--- src/rtl/cpu_bus_pkg.sv ---
`default_nettype none
// =============================================================================
// cpu_bus_pkg: shared bus-cycle state encoding and captured request record
// Revision: 1.0
// =============================================================================
package cpu_bus_pkg;

  localparam int CPU_BUS_ADDR_WIDTH = 20;
  localparam int CPU_BUS_DATA_WIDTH = 8;

  typedef logic [2:0] cpu_bus_state_t;

  localparam logic [2:0] ST_IDLE = 3'd0;
  localparam logic [2:0] ST_T1   = 3'd1;
  localparam logic [2:0] ST_T2   = 3'd2;
  localparam logic [2:0] ST_T3   = 3'd3;
  localparam logic [2:0] ST_TW   = 3'd4;
  localparam logic [2:0] ST_T4   = 3'd5;
  localparam logic [2:0] ST_HOLD = 3'd6;

  // Request fields are held at the package widths; wider instances truncate.
  typedef struct packed {
    logic                          io;
    logic                          write;
    logic [CPU_BUS_ADDR_WIDTH-1:0] address;
    logic [CPU_BUS_DATA_WIDTH-1:0] wdata;
  } cpu_bus_req_t;

  function automatic logic in_wait_phase(input cpu_bus_state_t s);
    return (s == ST_T3) || (s == ST_TW);
  endfunction

endpackage
`default_nettype wire

--- src/rtl/cpu_bus_cycle_generator.sv ---
`default_nettype none
// =============================================================================
// cpu_bus_cycle_generator: 8088-style bus initiator (T1-T4, TW, HOLD/HLDA).
// BUS_IO_WAIT_EN adds IO_WAIT_STATES forced TW states to I/O cycles.
// Revision: 1.0
// =============================================================================
module cpu_bus_cycle_generator
  import cpu_bus_pkg::*;
#(
  parameter int ADDR_WIDTH     = CPU_BUS_ADDR_WIDTH,
  parameter int DATA_WIDTH     = CPU_BUS_DATA_WIDTH,
  parameter int IO_WAIT_STATES = 1
) (
  input  logic                  clock,
  input  logic                  reset,
  input  logic                  cpu_clock_posedge,
  input  logic                  cpu_clock_negedge,
  input  logic                  req,
  input  logic                  req_io,
  input  logic                  req_write,
  input  logic [ADDR_WIDTH-1:0] req_address,
  input  logic [DATA_WIDTH-1:0] req_wdata,
  output logic                  ack,
  output logic [DATA_WIDTH-1:0] rdata,
  input  logic                  READY,
  input  logic                  HOLD,
  output logic                  HLDA,
  output logic                  ALE,
  output logic                  RD_N,
  output logic                  WR_N,
  output logic                  IO_OR_M,
  output logic                  DT_OR_R,
  output logic                  DEN_N,
  output logic [ADDR_WIDTH-1:0] address_out,
  output logic [DATA_WIDTH-1:0] data_out,
  input  logic [DATA_WIDTH-1:0] data_in,
  output logic                  bus_oe
);

  cpu_bus_state_t        state_q, state_d;
  cpu_bus_req_t          req_q, req_d;
  logic                  ack_q, ack_d;
  logic [DATA_WIDTH-1:0] rdata_q, rdata_d;
  logic                  hlda_q, hlda_d;
  logic                  ale_q, ale_d;
  logic                  rd_n_q, rd_n_d;
  logic                  wr_n_q, wr_n_d;
  logic                  dt_or_r_q, dt_or_r_d;
  logic                  den_n_q, den_n_d;
  logic                  bus_oe_q, bus_oe_d;
  logic                  ready_q, ready_d;
  logic                  start_cycle;
  logic                  enter_hold;
  logic                  forced_wait;

`ifdef BUS_IO_WAIT_EN
  localparam int WAIT_CNT_W = (IO_WAIT_STATES > 1) ? $clog2(IO_WAIT_STATES + 1) : 1;

  logic [WAIT_CNT_W-1:0] wait_cnt_q, wait_cnt_d;

  assign forced_wait = (wait_cnt_q != '0);

  always_ff @(posedge clock or posedge reset) begin
    if (reset) begin
      wait_cnt_q <= '0;
    end else begin
      wait_cnt_q <= wait_cnt_d;
    end
  end

  always_comb begin
    wait_cnt_d = wait_cnt_q;
    if (cpu_clock_negedge) begin
      if (start_cycle) begin
        wait_cnt_d = req_io ? WAIT_CNT_W'(IO_WAIT_STATES) : '0;
      end else if (in_wait_phase(state_q) && forced_wait) begin
        wait_cnt_d = wait_cnt_q - 1'b1;
      end
    end
  end
`else
  assign forced_wait = 1'b0;

  // The forced-wait count only matters when the I/O wait feature is built in.
  if (IO_WAIT_STATES < 0) begin : g_io_wait_unused
  end
`endif

  always_comb begin
    state_d     = state_q;
    req_d       = req_q;
    ack_d       = 1'b0;
    rdata_d     = rdata_q;
    hlda_d      = hlda_q;
    ale_d       = ale_q;
    rd_n_d      = rd_n_q;
    wr_n_d      = wr_n_q;
    dt_or_r_d   = dt_or_r_q;
    den_n_d     = den_n_q;
    bus_oe_d    = bus_oe_q;
    ready_d     = ready_q;
    start_cycle = 1'b0;
    enter_hold  = 1'b0;

    // A coincident posedge enable is ignored: the negedge action wins.
    if (cpu_clock_negedge) begin
      case (state_q)
        ST_IDLE: begin
          if (HOLD) begin
            enter_hold = 1'b1;
          end else if (req) begin
            start_cycle = 1'b1;
          end
        end
        ST_T1: begin
          state_d = ST_T2;
          ale_d   = 1'b0;
          den_n_d = 1'b0;
          if (req_q.write) begin
            wr_n_d = 1'b0;
          end else begin
            rd_n_d = 1'b0;
          end
        end
        ST_T2: begin
          state_d = ST_T3;
          ready_d = 1'b0;
        end
        ST_T3, ST_TW: begin
          if (forced_wait) begin
            state_d = ST_TW;
            ready_d = 1'b0;
          end else if (ready_q) begin
            state_d = ST_T4;
            rd_n_d  = 1'b1;
            wr_n_d  = 1'b1;
            ack_d   = 1'b1;
            if (!req_q.write) begin
              rdata_d = data_in;
            end
          end else begin
            state_d = ST_TW;
            ready_d = 1'b0;
          end
        end
        ST_T4: begin
          den_n_d = 1'b1;
          if (HOLD) begin
            enter_hold = 1'b1;
          end else if (req) begin
            start_cycle = 1'b1;
          end else begin
            state_d   = ST_IDLE;
            dt_or_r_d = 1'b1;
          end
        end
        ST_HOLD: begin
          if (!HOLD) begin
            state_d  = ST_IDLE;
            hlda_d   = 1'b0;
            bus_oe_d = 1'b1;
          end
        end
        default: begin
          state_d = ST_IDLE;
        end
      endcase

      if (enter_hold) begin
        state_d  = ST_HOLD;
        hlda_d   = 1'b1;
        bus_oe_d = 1'b0;
        ale_d    = 1'b0;
        rd_n_d   = 1'b1;
        wr_n_d   = 1'b1;
        den_n_d  = 1'b1;
      end

      if (start_cycle) begin
        state_d       = ST_T1;
        req_d.io      = req_io;
        req_d.write   = req_write;
        req_d.address = CPU_BUS_ADDR_WIDTH'(req_address);
        req_d.wdata   = CPU_BUS_DATA_WIDTH'(req_wdata);
        ale_d         = 1'b1;
        dt_or_r_d     = req_write;
      end
    end else if (cpu_clock_posedge) begin
      if (state_q == ST_T1) begin
        ale_d = 1'b0;
      end
      if (state_q == ST_T4) begin
        den_n_d = 1'b1;
      end
      if (in_wait_phase(state_q)) begin
        ready_d = READY;
      end
    end
  end

  always_ff @(posedge clock or posedge reset) begin
    if (reset) begin
      state_q   <= ST_IDLE;
      req_q     <= '0;
      ack_q     <= 1'b0;
      rdata_q   <= '0;
      hlda_q    <= 1'b0;
      ale_q     <= 1'b0;
      rd_n_q    <= 1'b1;
      wr_n_q    <= 1'b1;
      dt_or_r_q <= 1'b1;
      den_n_q   <= 1'b1;
      bus_oe_q  <= 1'b1;
      ready_q   <= 1'b0;
    end else begin
      state_q   <= state_d;
      req_q     <= req_d;
      ack_q     <= ack_d;
      rdata_q   <= rdata_d;
      hlda_q    <= hlda_d;
      ale_q     <= ale_d;
      rd_n_q    <= rd_n_d;
      wr_n_q    <= wr_n_d;
      dt_or_r_q <= dt_or_r_d;
      den_n_q   <= den_n_d;
      bus_oe_q  <= bus_oe_d;
      ready_q   <= ready_d;
    end
  end

  assign ack         = ack_q;
  assign rdata       = rdata_q;
  assign HLDA        = hlda_q;
  assign ALE         = ale_q;
  assign RD_N        = rd_n_q;
  assign WR_N        = wr_n_q;
  assign IO_OR_M     = req_q.io;
  assign DT_OR_R     = dt_or_r_q;
  assign DEN_N       = den_n_q;
  assign address_out = ADDR_WIDTH'(req_q.address);
  assign data_out    = DATA_WIDTH'(req_q.wdata);
  assign bus_oe      = bus_oe_q;

endmodule
`default_nettype wire

--- config.mk ---
export PLATFORM = sky130hd
export DESIGN_NAME = cpu_bus_cycle_generator
export DESIGN_NICKNAME = d
export VERILOG_FILES = /design/src/rtl/cpu_bus_pkg.sv /design/src/rtl/cpu_bus_cycle_generator.sv
export SDC_FILE = /design/constraint.sdc
export NUM_CORES = 1
export LEC_CHECK = 0
export ABC_AREA = 1
export BUFFER_PORTS_ARGS = -buffer_cell sky130_fd_sc_hd__buf_2
export CORE_UTILIZATION = 53
export CTS_CLUSTER_DIAMETER = 120
export DETAILED_ROUTE_END_ITERATION = 10
export MAX_ROUTING_LAYER = met4
export PLACE_DENSITY = 0.88
export RECOVER_POWER = 25
export SLEW_MARGIN = 20
export SYNTH_ARGS = -nofsm -noshare
export SYNTH_HDL_FRONTEND = slang
export SYNTH_SLANG_ARGS = --single-unit
--- constraint.sdc ---
create_clock -name clock -period 2.94 [get_ports clock]
set_input_delay 0.147 -clock clock [delete_from_list [all_inputs] [get_ports clock]]
set_output_delay 0.147 -clock clock [all_outputs]
set_load 0.01 [all_outputs]
# Word-level counts from Yosys, hierarchy flattened
# Index checks and enable logic that the tools add are counted.
[word_totals]
memories = 0
inputBits = 45
latchBits = 0
regBits = 50
output_inout_bits = 45
romBits = 0
mem_bits_rw = 0
[classes]
n_reduce_logical = 20
order_cmp = 0
mux = 48
n_shift = 0
multipliers = 0
div = 0
n_eq_ne = 17
n_addsub = 0
bitwise_logic = 1
[ops]
columns = ["op", "n"]
rows = [
  ["$mux W1", 38],
  ["$pmux W3 S6", 1],
  ["$reduce_and A4 Y1", 4],
  ["$mux W3", 5],
  ["$ne A3 B3 Y1 const B", 4],
  ["$reduce_bool A2 Y1", 5],
  ["$eq A3 B3 Y1 const B", 3],
  ["$reduce_and A3 Y1", 3],
  ["$ne A4 B3 Y1 const B", 2],
  ["$pmux W1 S2", 4],
  ["$eq A3 B2 Y1 const B", 2],
  ["$ne A2 B1 Y1 const B", 3],
  ["$reduce_bool A3 Y1", 2],
  ["$reduce_and A5 Y1", 1],
  ["$ne A4 B4 Y1 const B", 1],
  ["$reduce_or A2 Y1", 2],
  ["$eq A3 B1 Y1 const B", 1],
  ["$logic_not A3 Y1", 1],
  ["$ne A3 B1 Y1 const B", 1],
  ["$reduce_and A2 Y1", 1],
  ["$logic_or A1 B1 Y1", 1],
  ["$not A1 Y1", 1],
]

# Logic depth before layout (Yosys ltp)
# Gate-level depths: netlist (run 1).
[logic_depth]
depth_word = 7
mapped_depth = 8

# Worst setup path before layout (run 1)
# No wires, ideal clock.
[synth_path]
path_type = "flip-flop to flip-flop"
from = "register state_q[0]"
to = "register rdata_q[0], in the netlist rdata[0]"
arrival_ns = 1.204
setup_slack_ns = 1.620
n_path_buf = 0
stages_incl_launch_ff = 9
period_less_slack_ns = 1.320
cell_sequence = "dfrtp_1 -> nor2_2 -> nand2_2 -> o21ai_4 -> nand3_4 -> nor2_8 -> inv_4 -> nand2_1 -> nand2_1"
[synth_between]
elab_chain_len = 3
elab_cells_between_ends = 4
classes_between = "2 x eq/ne; 2 x reduce/logical"
[synth_rtl]
columns = ["item", "line", "rtl"]
rows = [
  ["start, declared", "cpu_bus_cycle_generator.sv:40", "cpu_bus_state_t state_q, state_d;"],
  ["start signal, assigned", "cpu_bus_cycle_generator.sv:216", "state_q <= state_d;"],
  ["$eq A3 B2 Y1 / $eq A3 B3 Y1 (equally long branches)", "cpu_bus_cycle_generator.sv:107", "case (state_q)"],
  ["$reduce_or A2 Y1 *", "cpu_bus_cycle_generator.sv:107", ""],
  ["$reduce_and A4 Y1 (no line) *", "n/a", ""],
  ["end signal, assigned", "cpu_bus_cycle_generator.sv:219", "rdata_q <= rdata_d;"],
  ["end, declared", "cpu_bus_cycle_generator.sv:43", "logic [DATA_WIDTH-1:0] rdata_q, rdata_d;"],
]
# Every way passes the cells marked *; elsewhere a longest branch is shown, timed or not.
# A chain may end at the register's enable or synchronous reset.

# Final worst setup path (run 1)
[layout_path]
from = "register state_q[0]"
to = "register req_q[28] (netlist name)"
[layout_between]
elab_chain_len = 5
elab_cells_between_ends = 6
classes_between = "1 x eq/ne; 2 x mux; 3 x reduce/logical"
[layout_rtl]
columns = ["item", "line", "rtl"]
rows = [
  ["$eq A3 B3 Y1 / $logic_not A3 Y1 (equally long branches)", "cpu_bus_cycle_generator.sv:107", ""],
  ["$reduce_or A2 Y1 (no line) *", "n/a", ""],
  ["$mux W1 *", "n/a", ""],
  ["$mux W1 *", "cpu_bus_cycle_generator.sv:106", "if (cpu_clock_negedge) begin"],
  ["$reduce_and A2 Y1 (no line) *", "n/a", ""],
  ["end signal, assigned", "cpu_bus_cycle_generator.sv:217", "req_q <= req_d;"],
  ["end, declared", "cpu_bus_cycle_generator.sv:41", "cpu_bus_req_t req_q, req_d;"],
]
# Every way passes the cells marked *; elsewhere a longest branch is shown, timed or not. The select of a mux whose other input is x is not followed.

==> flow_summary_export.csv, run 1 <==
group,metric,value,unit
status,outcome,"finished, violations left",
status,violations,"max-capacitance violations, max-slew violations",
synthesis,synth_nets,322,
placed_design,hpwl,3200,microns
sta,drv_slew,51,
cts,clkSlewWorstSetupHoldPaths,90,ps
route,route.detailed.drc,0,
cts,post_cts_resized,0,
cts,cts_root_buf,"clkbuf_8",
global_route,grt_start_max_net_pins,62,
critical_path,endpoint_kind,"register",
power_and_ir_drop,power.density,983,nW/um^2
cts,htree_levels,2,
sta,rsz0062_at_grt,"no",
synthesis,synth_seq_area_share,0.522,
global_route,grt-ovfl-total,0,
sta,finalCriticalPeriod,1870,ps
critical_path,cp_max_fo,61,
critical_path,critPathLaunchType,"register",
route,drt_iter0_markers,132,
cts,cts_made_buffers,5,
synthesis,yosys_warnings,0,
route,dr.pass1.iters,4,
sta,final.setup.tns,0,ps
sta,skew,5.40,ps
sta,post-route-period-util,0.635,
critical_path,crit_family,"simple AND/OR/NAND/NOR gates",
synthesis,ys_types,26,
cts,ctsHoldBuffers,0,
global_route,grt_pass1_wl,7500,microns
cts,cts_sinks,50,
sta,hold_viol_final,0,
die,dieArea,4820,sq um
synthesis,syn_inst,277,
sta,final-setup-viol-count,0,
critical_path,crit_arrival,2040,ps
cts,clk_latency,290,ps
die,die_h,69.4,microns
placed_design,dp_slack,1060,ps
synthesis,synth.cell_area,2410,sq um
cts,post-cts-setup-buffers,0,
power_and_ir_drop,ir_drop,0.456,mV
cells_and_area,multi_input_area,727,sq um
sta,relSlewSlack,-0.405,
worst_hold_path,hp-class,"input pin to register",
placed_design,place_congestion,0.882,
power_and_ir_drop,leakage,1.62,nW
cells_and_area,seq_area,1260,sq um
sta,max_freq,0.536,GHz
synthesis,synth_seq_cells,50,
global_route,grt_usage,0.200,
die,start_util,0.554,
placed_design,io_buffers,89,
critical_path,slowest_stage,"nand3_4",
route,post_drt_wl_per_cell,11.2,microns
die,pin_count,90,
route,num_vias,1856,
sta,worst_pin_slew,2100,ps
cts,clockBufferDepth,2,
critical_path,required,3110,ps
die,core_area,4350,sq um
cells_and_area,antennaDiodeCount,0,
critical_path,worstSetupPathType,"register to register",
die,rows,24,
route,viasPerCell,4.73,
sta,layout_setup_ws,1070,ps
synthesis,syn_area_per_cell,8.70,sq um
global_route,antenna_found_initial,0,
flow_run,maxCapViolCount,1,
cells_and_area,drive_above_1_share,0.347,
critical_path,path_cells,"nor2_2, nand2_2, nand2_2, nand3_4, nor2_1, a21oi_2",
critical_path,critical_path_buf_inv_count,0,
cells_and_area,fillers,373,
cts,cts_tree,"built",
die,die_w,69.4,microns
power_and_ir_drop,finalPower,2.71,mW
route,wirelength,4400,microns
route,ant_nets,0,
global_route,grt_pass1_vias,1769,
critical_path,cp_common_cell,"nand2_2",
cells_and_area,area_delta_synth_final,14.2,%
cells_and_area,fin_nets,384,
critical_path,slowest_delay,460,ps
[sequential cells by signal, summed over array words and instances, names as in the netlist]
register,flops
HLDA,1
address_out,20
bus_oe,1
RD_N,1
WR_N,1
data_out,8
IO_OR_M,1
ready_q,1
rdata,8
DT_OR_R,1
req_q,1
ALE,1
ack,1
DEN_N,1
state_q,3
[synth_stat cells]
master,count,area (sq um)
nand2_1,74,278
dfrtp_1,45,1130
inv_1,42,158
buf_4,33,248
o21ai_1,28,140
nand3_1,10,50.1
o21ai_0,8,40.0
nor2_1,7,26.3
dfstp_2,5,131
a21oi_1,3,15.0
nand2_2,3,18.8
nand3_4,2,35.0
nor2_2,2,12.5
nor3_1,2,10.0
o21ai_2,2,17.5
a21oi_2,1,8.76
buf_6,1,11.3
inv_2,1,3.75
inv_4,1,6.26
nand3_2,1,10.0
nand3b_1,1,7.51
nor2_8,1,20.0
o211ai_1,1,7.51
o21ai_4,1,16.3
o31ai_1,1,7.51
or2_0,1,6.26
[per-stage QoR]
stage / instance area, sq um / instances / util / hold WS [ps]
finish: 2750 / 392 / 0.632 / 52.8
global route: 2750 / 392 / 0.632 / 53.2
CTS: 2750 / 392 / 0.632 / 39.8
detailed placement: 2660 / 384 / 0.611 / 353
global placement: 2660 / 384 / 0.611 / 349
floorplan: 2410 / 277 / - / 264
[cell usage in the layout, fill, tap and decap left out, drive strengths merged]
cell type,Yosys,routed
inv,44,43
o31ai,1,1
nand3,13,13
nor2,10,10
clkbuf,0,5
o21ai,39,39
nand2,77,77
buf,34,89
clkinvlp,0,2
or2,1,1
nor3,2,2
nand3b,1,1
dfrtp,45,45
clkinv,0,2
o211ai,1,1
a21oi,4,4
dfstp,5,5
[tightest hold or removal path: stages]
cell     delay [ps]
buf_2            70
nand2_1          40
nand2_1          50
[final cells by class]
type,count,share of cell area
flip-flops and latches,50,0.457
multi-input cells,149,0.264
repair buffers,89,0.162
inverters,44,0.0613
clock buffers,5,0.0250
well taps,52,0.0236
clock inverters,3,0.00772
[power by group]
group | switching [mW] | total, mW | internal (mW)
registers | 0.195 | 1.22 | 1.03
clock network | 0.220 | 0.387 | 0.167
logic | 0.646 | 1.10 | 0.451
[metal layers]
layer / track usage / up-vias / wire length, microns
li1: - / 953 / -
met1: 0.261 / 837 / 2040
met2: 0.307 / 61 / 2050
met3: 0.0392 / 5 / 270
met4: 0.0816 / 0 / 38
met5: - / - / 0
[final timing paths]
path                             from        endpoint  slack [ps]  cells after the start
setup / recovery           state_q[0]       req_q[28]        1070                      6
setup reg to reg           state_q[0]       req_q[28]        1070                      6
hold / removal             data_in[6]        rdata[6]          50                      3
min in group asynchronous       reset  address_out[1]         400                      2
hold reg to reg                  RD_N            RD_N         460                      2
max in group asynchronous       reset        rdata[5]        1590                      2
[kinds of logic (layout without fill, tap and decap cells)]
| kind of cell | after synthesis | count (layout) | synth area share |
|---|---|---|---|
| AND/OR/NAND/NOR | 104 | 104 | 0.197 |
| flip-flops | 50 | 50 | 0.522 |
| buffers and inverters | 78 | 141 | 0.177 |
| AO/OA/AOI/OAI | 45 | 45 | 0.105 |
Note: power is estimated with default switching activity, not from simulation.
==> run 2, diff against run 1 <==
--- a/config.mk
+++ b/config.mk
@@ -7,11 +7,11 @@
 export LEC_CHECK = 0
 export ABC_AREA = 1
 export BUFFER_PORTS_ARGS = -buffer_cell sky130_fd_sc_hd__buf_2
-export CORE_UTILIZATION = 53
+export CORE_UTILIZATION = 44
 export CTS_CLUSTER_DIAMETER = 120
 export DETAILED_ROUTE_END_ITERATION = 10
 export MAX_ROUTING_LAYER = met4
-export PLACE_DENSITY = 0.88
+export PLACE_DENSITY = 0.78
 export RECOVER_POWER = 25
 export SLEW_MARGIN = 20
 export SYNTH_ARGS = -nofsm -noshare
==> constraint.sdc (replaced) <==
create_clock -name clock -period 1.6 [get_ports clock]
set_input_delay 0.08 -clock clock [delete_from_list [all_inputs] [get_ports clock]]
set_output_delay 0.08 -clock clock [all_outputs]
set_load 0.01 [all_outputs]
==> run 2 against run 1 <==
The run now ends clean. Sequential share of layout area fell by 2.5 points. Critical path depth rose by 2. Wire length rose by 2.9%. Clock power rose by 120%. Maximum frequency rose by 28%. Hold slack got worse by 36 ps. Core utilization fell by 7.3 points. Register-to-register slack got worse by 930 ps. Die area rose by 20%. Sequential cell count did not move. Sequential power rose by 84%. Via count rose by 2.6%. Largest cell class unchanged.
==> flow_summary_export.csv, run 2 (synthesized netlist as in run 1, its figures left out) <==
group,metric,value,unit
cts,cts_tree,"built",
worst_hold_path,whs_path_depth,3,
cells_and_area,multi_input_area,727,sq um
critical_path,critPathLaunchType,"register",
route,ant_nets,0,
critical_path,required,1780,ps
cells_and_area,seq_area,1260,sq um
cells_and_area,layout_commonest_cell,"buf_2",
global_route,grt-ovfl-total,0,
sta,rsz0062_at_grt,"no",
die,rows,26,
placed_design,io_buffers,89,
cells_and_area,final_cell_mix,"buf_2 (77), nand2_1 (74), dfrtp_1 (45)",
cells_and_area,largest_reg_flops,20,
cells_and_area,area_delta_synth_final,20.9,%
global_route,grt_start_max_net_pins,36,
sta,skew,2.06,ps
critical_path,reg2reg_from,"state_q[0]",
placed_design,hpwl,3360,microns
route,dr.pass1.iters,4,
placed_design,post_dp_cell_area,2730,sq um
cts,cts_made_buffers,5,
placed_design,dp_slack,145,ps
die,start_util,0.463,
die,dieArea,5780,sq um
global_route,grt_pass1_wl,8100,microns
route,viasPerCell,4.51,
critical_path,crit_arrival,1640,ps
cells_and_area,fin_cells,422,
worst_hold_path,hold_end,"address_out[1]",
cts,cts_sinks,50,
route,wirelength,4530,microns
sta,final.setup.tns,0,ps
worst_hold_path,hp-class,"input pin to register",
critical_path,endpoint_kind,"register",
power_and_ir_drop,finalPower,5.10,mW
sta,worst_pin_slew,883,ps
sta,hold_viol_final,0,
critical_path,cp_common_cell,"nand2_1",
critical_path,worstSetupPathType,"register to register",
power_and_ir_drop,ir_drop,0.726,mV
route,num_vias,1905,
critical_path,reg2regPathDepth,8,
cells_and_area,fillers,497,
worst_hold_path,hold_path_startpoint,"req_address[1]",
power_and_ir_drop,power.density,1750,nW/um^2
cts,clockBufferDepth,2,
global_route,grt_pass1_vias,1876,
global_route,grt_usage,0.176,
cells_and_area,stdcell_area,2910,sq um
die,core_area,5200,sq um
sta,layout_setup_ws,143,ps
sta,post-route-period-util,0.911,
cells_and_area,drive_above_1_share,0.301,
critical_path,cp_max_fo,9,
route,drt_iter0_markers,51,
route,route.detailed.drc,0,
cts,clkSlewWorstSetupHoldPaths,80,ps
die,die_w,76.0,microns
sta,drv_slew,0,
die,die_h,76.0,microns
sta,final-setup-viol-count,0,
sta,finalCriticalPeriod,1460,ps
critical_path,path_cells,"nor2_2, nand2_2, o21ai_4, nand3_4, nor2_8, inv_4, nand2_1, nand2_1",
status,outcome,"finished, final reports clean",
power_and_ir_drop,leakage,1.66,nW
cts,cts_root_buf,"clkbuf_8",
placed_design,place_congestion,0.936,
critical_path,reg2reg_slack,140,ps
cells_and_area,antennaDiodeCount,0,
placed_design,place_inst,405,
cts,clk_latency,290,ps
flow_run,maxCapViolCount,0,
sta,max_freq,0.686,GHz
critical_path,slowest_stage,"dfrtp_1",
cts,htree_levels,2,
global_route,antenna_found_initial,0,
critical_path,worstReg2RegEnd,"rdata[4]",
sta,relSlewSlack,0.411,
route,post_drt_wl_per_cell,10.7,microns
critical_path,cp-startpoint,"state_q[0]",
critical_path,slowest_delay,440,ps
die,pin_count,90,
cells_and_area,fin_nets,396,
==> run 2: changes by cell type in the layout (fill, tap and decap cells not counted), sizes merged <==
cell / change
buf: -9
bufinv: +1
clkbuf: +14
clkinv: -2
clkinvlp: -2
dlygate4sd3: +9
inv: +1
==> run 2: metal layers <==
metal  global-route usage  wire length, microns  vias up
met2                0.295                  2230       67
met4               0.0635                    61        0
met1                0.210                  1970      855
met5                    -                     0        -
met3               0.0383                   273        6
li1                     -                     -      977
==> run 2: critical path, delay by kind of cell, from the launching register on <==
family,cells,cell delay [ps]
simple gates,6,730
flops,1,440
compound gates,1,100
buf+inv,1,70
==> run 2: cell type report <==
class / count / area share
timing repair buffer: 101 / 0.195
tap: 70 / 0.0301
clock inverter: 1 / 0.0103
multi-input combinational: 149 / 0.249
inverter: 44 / 0.0575
clock buffer: 7 / 0.0262
sequential: 50 / 0.432
==> run 2: how the worst max path moves through the flow <==
stage | depth (start not counted) | slack (ps) | end
after floorplan | 8 | 280 | rdata[0]
after global placement | 8 | 190 | rdata[1]
after detailed placement | 8 | 150 | rdata[4]
after CTS | 8 | 140 | rdata[4]
after global routing | 7 | 2 | data_out[7]
final | 8 | 140 | rdata[4]
==> run 2: repair_timing <==
item,4_1_cts,5_1_grt
hold buffers,9,0
gates resized for setup,0,0
hold endpoints to repair,31,0
buffers inserted,0,0
==> run 2: per-stage QoR <==
stage          hold slack [ps]  utilization
2_1_floorplan              197            -
3_3_place_gp               139        0.525
3_5_place_dp               135        0.525
4_1_cts                   5.58        0.563
5_1_grt                   10.2        0.560
6_report                  16.4        0.560
==> run 2: power breakdown <==
group / internal [mW] / leakage, nW / switching [mW]
sequential: 1.89 / 0.617 / 0.356
clock: 0.468 / 0.0524 / 0.369
combinational: 0.826 / 0.990 / 1.19
